--- src/rtl/alu_uart_ctrl.sv ---
`timescale 1ns/1ps
`default_nettype none
// ============================================================================
// Module      : alu_uart_ctrl
// Description : Sequences an ALU from a UART link. Three received bytes
//               (operand A, operand B, opcode) are captured onto
//               Data_A/Data_B/Op. The combinational ALU Result is latched one
//               cycle later and handed to the UART transmitter through a
//               tx_start/tx_busy handshake.
// Ports       : clk, rst_n         - clock, asynchronous active-low reset
//               rx_data, rx_done   - received byte and its one-cycle strobe
//               Data_A, Data_B, Op - registered operands/opcode to the ALU
//               Result             - combinational ALU output
//               tx_data, tx_start  - zero-extended result and send strobe
//               tx_busy            - transmitter busy, holds off tx_start
//               busy               - high while executing or sending
//               timeout            - one-cycle inter-byte timeout pulse
// Options     : `define ALU_TIMEOUT_EN builds the inter-byte timeout
//               counter (TIMEOUT_CYCLES). Without it timeout is tied to 0
//               and the controller waits indefinitely for each byte.
// Revision    : 1.0 - initial release
// ============================================================================
module alu_uart_ctrl #(
    parameter int N_BITS         = 6,
    parameter int N_OPS          = 6,
    parameter int TIMEOUT_CYCLES = 1000
) (
    input  logic              clk,
    input  logic              rst_n,
    input  logic [7:0]        rx_data,
    input  logic              rx_done,
    output logic [N_BITS-1:0] Data_A,
    output logic [N_BITS-1:0] Data_B,
    output logic [N_OPS-1:0]  Op,
    input  logic [N_BITS-1:0] Result,
    output logic [7:0]        tx_data,
    output logic              tx_start,
    input  logic              tx_busy,
    output logic              busy,
    output logic              timeout
);

    typedef enum logic [2:0] {
        ST_WAIT_A  = 3'd0,
        ST_WAIT_B  = 3'd1,
        ST_WAIT_OP = 3'd2,
        ST_EXEC    = 3'd3,
        ST_SEND    = 3'd4
    } state_t;

    state_t            state_q;
    logic [N_BITS-1:0] data_a_q;
    logic [N_BITS-1:0] data_b_q;
    logic [N_OPS-1:0]  op_q;
    logic [7:0]        tx_data_q;
    logic              tx_start_q;
    logic              busy_q;

    // Received-byte bits above the operand/opcode width are discarded.
    logic w_rx_unused;
    assign w_rx_unused = ^rx_data;

`ifdef ALU_TIMEOUT_EN
    localparam int CNT_W = (TIMEOUT_CYCLES > 1) ? $clog2(TIMEOUT_CYCLES) : 1;

    logic [CNT_W-1:0] cnt_q;
    logic             timeout_q;
    logic             w_expired;

    assign w_expired = (cnt_q == CNT_W'(TIMEOUT_CYCLES - 1));
    assign timeout   = timeout_q;
`else
    assign timeout   = 1'b0;
`endif

    always_ff @(posedge clk or negedge rst_n) begin
        if (!rst_n) begin
            state_q    <= ST_WAIT_A;
            data_a_q   <= '0;
            data_b_q   <= '0;
            op_q       <= '0;
            tx_data_q  <= '0;
            tx_start_q <= 1'b0;
            busy_q     <= 1'b0;
`ifdef ALU_TIMEOUT_EN
            cnt_q      <= '0;
            timeout_q  <= 1'b0;
`endif
        end else begin
            tx_start_q <= 1'b0;
`ifdef ALU_TIMEOUT_EN
            timeout_q  <= 1'b0;
            // Cleared unless a waiting state explicitly counts an idle cycle,
            // which covers both rx_done and every state entry.
            cnt_q      <= '0;
`endif
            case (state_q)
                ST_WAIT_A: begin
                    if (rx_done) begin
                        data_a_q <= rx_data[N_BITS-1:0];
                        state_q  <= ST_WAIT_B;
                    end
                end
                ST_WAIT_B: begin
                    if (rx_done) begin
                        data_b_q <= rx_data[N_BITS-1:0];
                        state_q  <= ST_WAIT_OP;
                    end
`ifdef ALU_TIMEOUT_EN
                    else if (w_expired) begin
                        state_q   <= ST_WAIT_A;
                        timeout_q <= 1'b1;
                    end else begin
                        cnt_q <= cnt_q + 1'b1;
                    end
`endif
                end
                ST_WAIT_OP: begin
                    if (rx_done) begin
                        op_q    <= rx_data[N_OPS-1:0];
                        state_q <= ST_EXEC;
                        busy_q  <= 1'b1;
                    end
`ifdef ALU_TIMEOUT_EN
                    else if (w_expired) begin
                        state_q   <= ST_WAIT_A;
                        timeout_q <= 1'b1;
                    end else begin
                        cnt_q <= cnt_q + 1'b1;
                    end
`endif
                end
                ST_EXEC: begin
                    // Only sample point for Result; later ALU changes are ignored.
                    tx_data_q <= 8'(Result);
                    state_q   <= ST_SEND;
                end
                ST_SEND: begin
                    if (!tx_busy) begin
                        tx_start_q <= 1'b1;
                        busy_q     <= 1'b0;
                        state_q    <= ST_WAIT_A;
                    end
                end
                default: begin
                    state_q <= ST_WAIT_A;
                    busy_q  <= 1'b0;
                end
            endcase
        end
    end

    assign Data_A   = data_a_q;
    assign Data_B   = data_b_q;
    assign Op       = op_q;
    assign tx_data  = tx_data_q;
    assign tx_start = tx_start_q;
    assign busy     = busy_q;

endmodule
`default_nettype wire
--- config.mk ---
export PLATFORM = sky130hd
export DESIGN_NAME = alu_uart_ctrl
export DESIGN_NICKNAME = d
export VERILOG_FILES = /design/src/rtl/alu_uart_ctrl.sv
export SDC_FILE = /design/constraint.sdc
export NUM_CORES = 1
export LEC_CHECK = 0
export ABC_AREA = 0
export ABC_CLOCK_PERIOD_IN_PS = 1500
export CAP_MARGIN = 20
export CORE_MARGIN = 3
export CORE_UTILIZATION = 50
export CTS_CLUSTER_SIZE = 24
export DETAILED_ROUTE_END_ITERATION = 7
export DONT_BUFFER_PORTS = 1
export HOLD_SLACK_MARGIN = 0.06
export PLACE_DENSITY = 0.68
export SYNTH_ARGS = -nofsm -noshare
export SYNTH_HDL_FRONTEND = slang
export SYNTH_SLANG_ARGS = --single-unit
--- constraint.sdc ---
create_clock -name clk -period 1.5 [get_ports clk]
set_input_delay 0.15 -clock clk [delete_from_list [all_inputs] [get_ports clk]]
set_output_delay 0.15 -clock clk [all_outputs]
set_load 0.02 [all_outputs]
==> flow_summary.yaml, run 1 <==
status:
  status: "complete, no violations"
detailed_routing:
  routed-via-count: 733
  via_per_inst: 5.39
  first_iter_violations: 3
  wl_per_cell_um: 17.2
  ant_nets: 0
  wl_um: 2340
  drc_errors: 0
  first_pass_iters: 2
setup_path:
  crit_chain: "buf_6 -> nor4b_4 -> buf_6 -> mux2_2"
  cp-end-kind: "register"
  crit_buf_inv: 2
  path_common_cell: "buf_6"
  cpMaxStageDelayCell: "dfrtp_2"
  cpPeakStageDelay_ns: 0.46
  critPathKind: "reg -> reg"
  r2r_slack_ns: 0.06
  start_kind: "register"
  required_ns: 1.71
  cp_max_fo: 6
  cp_top_family: "flip-flops"
  critical_path_arrival_ns: 1.64
global_routing:
  grt_pass1_wl_um: 3580
  grtUsageTotal: 0.180
  grt_overflow: 0
  grt_max_degree: 30
  first_global_vias: 775
  antenna_found_initial: 0
clocking:
  clk_pin_slew_ns: 0.09
  cts_max_level: 2
  cts_buffer_depth: 2
  cts_tree: "built"
  cts_buffers: 5
  clkLatencyLatePin_ns: 0.32
  clock-root-buffer: "clkbuf_4"
  clkSinkCount: 29
power:
  power_mw: 3.40
  power_density_nw_per_um2: 2190
  p_seq_frac: 0.561
  power_frac_comb: 0.280
  vdd_ir_drop_max_mv: 1.34
  p_sw_frac: 0.391
  pwr-share-clk: 0.159
  p_leak_nw: 0.675
  p_int_mw: 2.07
  power.switching_mw: 1.33
sta:
  min_period_ns: 1.44
  max_clock_freq_mhz: 696
  fin_ws_ns: 0.0640
  post-route-period-util: 0.957
  setup_violations: 0
  hold_violations: 0
  drv_slew: 0
  skew_ns: 0.0107
  holdWs_ns: 0.253
  finalSetupTns_ns: 0
placement:
  dp.cells: 110
  dpl.hpwl_um: 1460
  globalplace.congestion: 0.654
  numPortBuffers: 0
  dp_worst_setup_slack_ns: -0.0264
cells_and_area:
  final_cell_mix: "dfrtp_1, mux2_2, dlygate4sd3_1"
  area_growth_pct: 30.3
  drive_above_1_share: 0.472
  fillers: 176
  fin_nets: 125
  final_cell_count_no_fill: 136
  diodes: 0
  final_common_cell: "dfrtp_1"
floorplan:
  start_util: 0.533
  io_pins: 47
  core_um2: 2230
  die_width_um: 54.8
  rows: 17
  fp.dieH_um: 54.8
  die-area_um2: 3000
synthesis:
  netlist_area_um2: 1190
  ys_seq_elements: 29
  syn-instance-count: 78
  syn_area_per_cell_um2: 15.3
  synth_warnings: 0
  ys_seq_area_frac: 0.610
  yosysUniqueCellTypes: 18
hold_path:
  hold_class: "in -> async"
run:
  cap_violations: 0
timing repair:
action	4_1_cts	5_1_grt
endpoints found under the setup margin	12	24
cloned	0	0
gates resized for setup	3	6
hold buffers	16	0
endpoints found under the hold margin	58	0
buffers inserted	0	2
pin swaps	0	2
layout make-up:
class | instances | area [um2] | share of cell area
flip-flops and latches | 29 | 728 | 0.470
well taps | 28 | 35.0 | 0.0226
multi-input cells | 43 | 449 | 0.290
repair buffers | 28 | 268 | 0.173
clock buffers | 7 | 65.1 | 0.0420
clock inverters | 1 | 5.00 | 0.00323
Yosys cell counts:
cell type / number / area share
dfrtp_1: 29 / 0.61
mux2_2: 24 / 0.23
buf_2: 3 / 0.013
buf_4: 3 / 0.019
a21oi_1: 2 / 0.0084
buf_6: 2 / 0.019
nand2b_1: 2 / 0.011
nand3b_1: 2 / 0.013
nor4bb_1: 2 / 0.017
a311o_1: 1 / 0.0084
conb_1: 1 / 0.0032
nand2_1: 1 / 0.0032
nor2_1: 1 / 0.0032
nor2b_1: 1 / 0.0053
nor4b_1: 1 / 0.0074
nor4b_4: 1 / 0.020
o31ai_1: 1 / 0.0063
or3b_2: 1 / 0.0074
cells by family (layout without fill, tap and decap cells):
group / after synthesis / after routing / synth area share
and+or+nand+nor: 12 / 12 / 0.0862
DFF: 29 / 29 / 0.610
other: 1 / 3 / 0.00315
AOI/OAI and AO/OA: 4 / 4 / 0.0231
muxes: 24 / 24 / 0.227
buffers and inverters: 8 / 36 / 0.0505
registers in the layout (all words and copies together) (netlist names):
register  flops
busy          1
Data_B        6
state_q       3
tx_start      1
tx_data       6
Op            6
Data_A        6
per-stage QoR:
stage          area [um2]   util
6_report             1550  0.694
5_1_grt              1550  0.694
4_1_cts              1510  0.676
3_5_place_dp         1250  0.561
3_3_place_gp         1250  0.561
2_1_floorplan        1200      -
power groups by stage:
stage	combinational (mW)	sequential [mW]	clock, mW
2_1_floorplan	0.689	1.78	0
3_3_place_gp	0.779	1.89	0
3_5_place_dp	0.808	1.90	0
4_1_cts	0.883	1.90	0.555
5_1_grt	1.05	1.96	0.595
6_report	0.954	1.91	0.540
per-layer routing:
metal,global-route usage,routed length (um)
met5,0,0
met3,0.0872,165
met2,0.280,1260
met4,0.0871,23
met1,0.207,890
worst paths after layout:
| path | cells after the start | to | from |
|---|---|---|---|
| min in group clk | 3 | Data_A[1] | rx_done |
| worst min register to register | 1 | state_q[0] | state_q[2] |
| max in group asynchronous | 2 | state_q[2] | rst_n |
| worst max-delay path | 4 | Data_A[4] | state_q[0] |
| worst min-delay path | 2 | busy | rst_n |
| worst max register to register | 4 | Data_A[4] | state_q[0] |
(Power assumes the default switching activity.)
==> inputs of run 2 (changes only) <==
Settings changed: CORE_MARGIN 3 to unset.
==> run 2 against run 1 <==
Sequential power hardly changed. Via count shrank 1.1%. Maximum frequency is 3.8% lower.
==> flow_summary.yaml, run 2 (synthesis gave the netlist of run 1 again) <==
clocking:
  clkLatencyLatePin_ns: 0.32
  clock-root-buffer: "clkbuf_4"
  clk_pin_slew_ns: 0.09
  cts_buffer_depth: 2
  clkSinkCount: 29
  cts_tree: "built"
  cts_buffers: 5
  cts_max_level: 2
sta:
  drv_slew: 0
  hold_violations: 0
  rsz0062_at_grt: "yes"
  post-route-period-util: 0.996
  min_period_ns: 1.49
  setup_violations: 0
  finalSetupTns_ns: 0
  skew_ns: 0.00539
  max_clock_freq_mhz: 670
global_routing:
  use_met3: 0.103
  grt_overflow: 0
  first_global_vias: 814
  use_met2: 0.324
  grtUsageTotal: 0.206
  grt_max_degree: 30
  grt_pass1_wl_um: 3640
  antenna_found_initial: 0
  grt_use_met1: 0.227
  grt_busiest_layer: "met2"
power:
  power_density_nw_per_um2: 2180
  p_sw_frac: 0.397
  p_seq_frac: 0.588
  vdd_ir_drop_max_mv: 1.33
  pwr-share-clk: 0.146
  power_frac_comb: 0.265
  power_mw: 3.21
  p_leak_nw: 0.637
  power.switching_mw: 1.27
  p_int_mw: 1.93
floorplan:
  core_um2: 2230
  die_width_um: 50.8
  io_pins: 47
  fp.dieH_um: 50.8
  die-area_um2: 2580
  rows: 17
  start_util: 0.533
setup_path:
  worstReg2RegStart: "state_q[2]"
  r2r_end: "Op[0]"
  start_kind: "register"
  critical_path_arrival_ns: 1.70
  rr_worst_depth: 3
  required_ns: 1.71
  cp_max_fo: 4
  r2r_slack_ns: 0.007
  cp-end-kind: "register"
  critPathKind: "reg -> reg"
placement:
  numPortBuffers: 0
  globalplace.congestion: 0.728
  dpl.hpwl_um: 1430
  placed_area_um2: 1220
  dp.cells: 107
cells_and_area:
  final_area_um2: 1470
  drive_above_1_share: 0.417
  area_growth_pct: 23.9
  fin_nets: 121
  diodes: 0
  fillers: 173
  final_cell_count_no_fill: 131
  final_cell_mix: "dfrtp_1, mux2_2, dlygate4sd3_1"
  final_common_cell: "dfrtp_1"
status:
  status: "complete, no violations"
hold_path:
  hold_class: "in -> async"
detailed_routing:
  ant_nets: 0
  routed-via-count: 725
  wl_um: 2220
  drc_errors: 0
  via_per_inst: 5.53
  wl_per_cell_um: 16.9
  first_pass_iters: 2
  first_iter_violations: 5
run:
  cap_violations: 0
-- run 2: area by class of cell --
type	instances	area (um2)	share of cell area
flip-flops and latches	29	726	0.492
well taps	28	35.0	0.0238
repair buffers	24	230	0.156
clock buffers	7	55.1	0.0374
multi-input cells	43	428	0.290
-- run 2: worst max-delay path by stage --
stage,start,to,slack (ns),depth (start not counted)
floorplan,state_q[0],Op[0],0.11,4
global placement,state_q[2],Op[2],0.07,3
detailed placement,state_q[2],Op[0],0.004,3
CTS,state_q[2],Op[0],0.03,3
global route,state_q[2],Op[2],-0.03,3
finish,state_q[2],Op[0],0.007,3
-- run 2: metal layers --
metal | share of wire | up-vias | wire length, um
met1 | 0.41 | 372 | 906
li1 | - | 320 | -
met4 | 0.020 | 0 | 45
met2 | 0.51 | 27 | 1120
met3 | 0.064 | 6 | 142
met5 | 0 | - | 0
-- run 2: repair_timing --
item	in CTS	in global routing
hold buffers	16	0
endpoints found under the setup margin	6	18
buffers inserted	0	1
resized for setup	1	2
gates cloned	0	0
hold endpoints to repair	58	0
-- run 2: power by group through the flow --
stage               combinational [mW]  clock [mW]  sequential, mW
floorplan                        0.689           0            1.78
global placement                 0.732           0            1.88
global route                     0.926       0.513            1.93
detailed placement               0.768           0            1.90
CTS                              0.830       0.485            1.89
finish                           0.851       0.470            1.89
-- run 2: stage by stage --
stage | utilization | hold WS [ns] | setup slack [ns]
after CTS | 0.652 | 0.252 | 0.0276
after floorplan | - | -0.146 | 0.106
after detailed placement | 0.548 | -0.145 | 0.00425
after global placement | 0.548 | -0.145 | 0.0673
after global routing | 0.660 | 0.270 | -0.0349
final | 0.660 | 0.272 | 0.00675
-- run 2: worst max-delay path: stages, from the launching register on --
cell	delay, ns
dfrtp_1	0.46
nor4bb_2	0.38
buf_4	0.20
mux2_2	0.33
==> inputs of run 3 (changes only) <==
Settings changed: CAP_MARGIN 20 to 30, TNS_END_PERCENT set to 20.
==> run 3 against run 2 <==
Utilization down 0.45 points. Via count down 0.14%. Register-to-register slack about the same. Maximum frequency up 0.93%. Sequential share of layout area up 0.42 points. Clock-buffer cell count unchanged. First-iteration DRC count unchanged. Critical path type unchanged. Critical endpoint unchanged.
==> flow_summary.yaml, run 3 (synthesis gave the netlist of run 1 again) <==
setup_path:
  r2r_slack_ns: 0.02
  rr_worst_depth: 3
  r2r_end: "Op[0]"
  critical_path_arrival_ns: 1.69
  required_ns: 1.71
  critPathLaunch: "state_q[2]"
  critPathKind: "reg -> reg"
  start_kind: "register"
  cp_max_fo: 4
  cp-end-kind: "register"
  endpoint: "Op[0]"
  worstReg2RegStart: "state_q[2]"
clocking:
  clk_pin_slew_ns: 0.08
  clock-root-buffer: "clkbuf_4"
  clkLatencyLatePin_ns: 0.32
  cts_max_level: 2
  cts_buffer_depth: 2
  cts_buffers: 5
  clkSinkCount: 29
  cts_tree: "built"
sta:
  post-route-period-util: 0.986
  drv_slew: 0
  skew_ns: 0.00393
  hold_violations: 0
  max_clock_freq_mhz: 676
  rsz0062_at_grt: "yes"
  setup_violations: 0
  holdWs_ns: 0.273
  min_period_ns: 1.48
cells_and_area:
  drive_above_1_share: 0.422
  final_cell_mix: "dfrtp_1, mux2_2, dlygate4sd3_1"
  final_cell_count_no_fill: 130
  fin_nets: 120
  final_common_cell: "dfrtp_1"
  diodes: 0
  area_growth_pct: 23.0
floorplan:
  fp.dieH_um: 50.8
  die_width_um: 50.8
  io_pins: 47
  core_um2: 2230
  die-area_um2: 2580
  rows: 17
  start_util: 0.533
global_routing:
  grt_pass1_wl_um: 3640
  grtUsageTotal: 0.206
  first_global_vias: 814
  grt_overflow: 0
  antenna_found_initial: 0
  grt_max_degree: 30
power:
  power_mw: 3.18
  power_density_nw_per_um2: 2170
  vdd_ir_drop_max_mv: 1.26
  p_leak_nw: 0.626
detailed_routing:
  drc_errors: 0
  first_iter_violations: 5
  first_pass_iters: 3
  wl_um: 2180
  via_per_inst: 5.57
  ant_nets: 0
  wl_per_cell_um: 16.8
  routed-via-count: 724
status:
  status: "complete, no violations"
hold_path:
  hold_class: "in -> async"
run:
  cap_violations: 0
placement:
  numPortBuffers: 0
  dpl.hpwl_um: 1430
  globalplace.congestion: 0.728
  dp.cells: 107
run 3: cell types whose count changed in the layout (fill, tap and decap cells not counted), sizes merged:
cell and change:
buf -1
run 3: worst min path at each step:
stage / from / to / depth (start not counted) / slack (ns)
global route: rst_n / Data_A[5] / 2 / 0.27
finish: rst_n / Data_B[1] / 2 / 0.27
detailed placement: rst_n / Data_B[5] / 0 / -0.14
CTS: rst_n / Data_B[1] / 2 / 0.25
floorplan: rst_n / Data_A[0] / 0 / -0.15
global placement: rst_n / Data_B[5] / 0 / -0.15
run 3: repair_timing:
action | 4_1_cts | 5_1_grt
setup endpoints to repair | 6 | 18
cloned | 0 | 0
gates resized for setup | 1 | 2
setup buffers | 0 | 0
hold buffers | 16 | 0
endpoints found under the hold margin | 58 | 0
run 3: where the power goes:
group	switching, mW	internal, mW
Clock	0.247	0.221
Sequential	0.719	1.17
Combinational	0.295	0.533
Total	1.26	1.92
run 3: worst max-delay path: stages, from the launching register on:
cell	delay, ns
dfrtp_2	0.46
nor4bb_2	0.37
buf_4	0.20
mux2_2	0.33
run 3: cell type report:
class	count	area, um2
Fill cell	174	769
Sequential cell	29	727
Multi-Input combinational cell	43	424
Timing Repair Buffer	23	223
Clock buffer	7	55.1
Tap cell	28	35.0
run 3: through the flow:
step	TNS (ns)	setup slack (ns)	area [um2]	util
after global placement	0	0.0673	1220	0.548
after CTS	0	0.0276	1460	0.652
after global routing	-0.0524	-0.0167	1460	0.655
final	0	0.0205	1460	0.655
after detailed placement	0	0.00425	1220	0.548
after floorplan	0	0.106	1200	-
run 3: metal layers:
metal,share of wire,GRT usage
met1,0.40,0.227
met2,0.51,0.324
met3,0.069,0.103
met4,0.020,0.106
met5,0,0
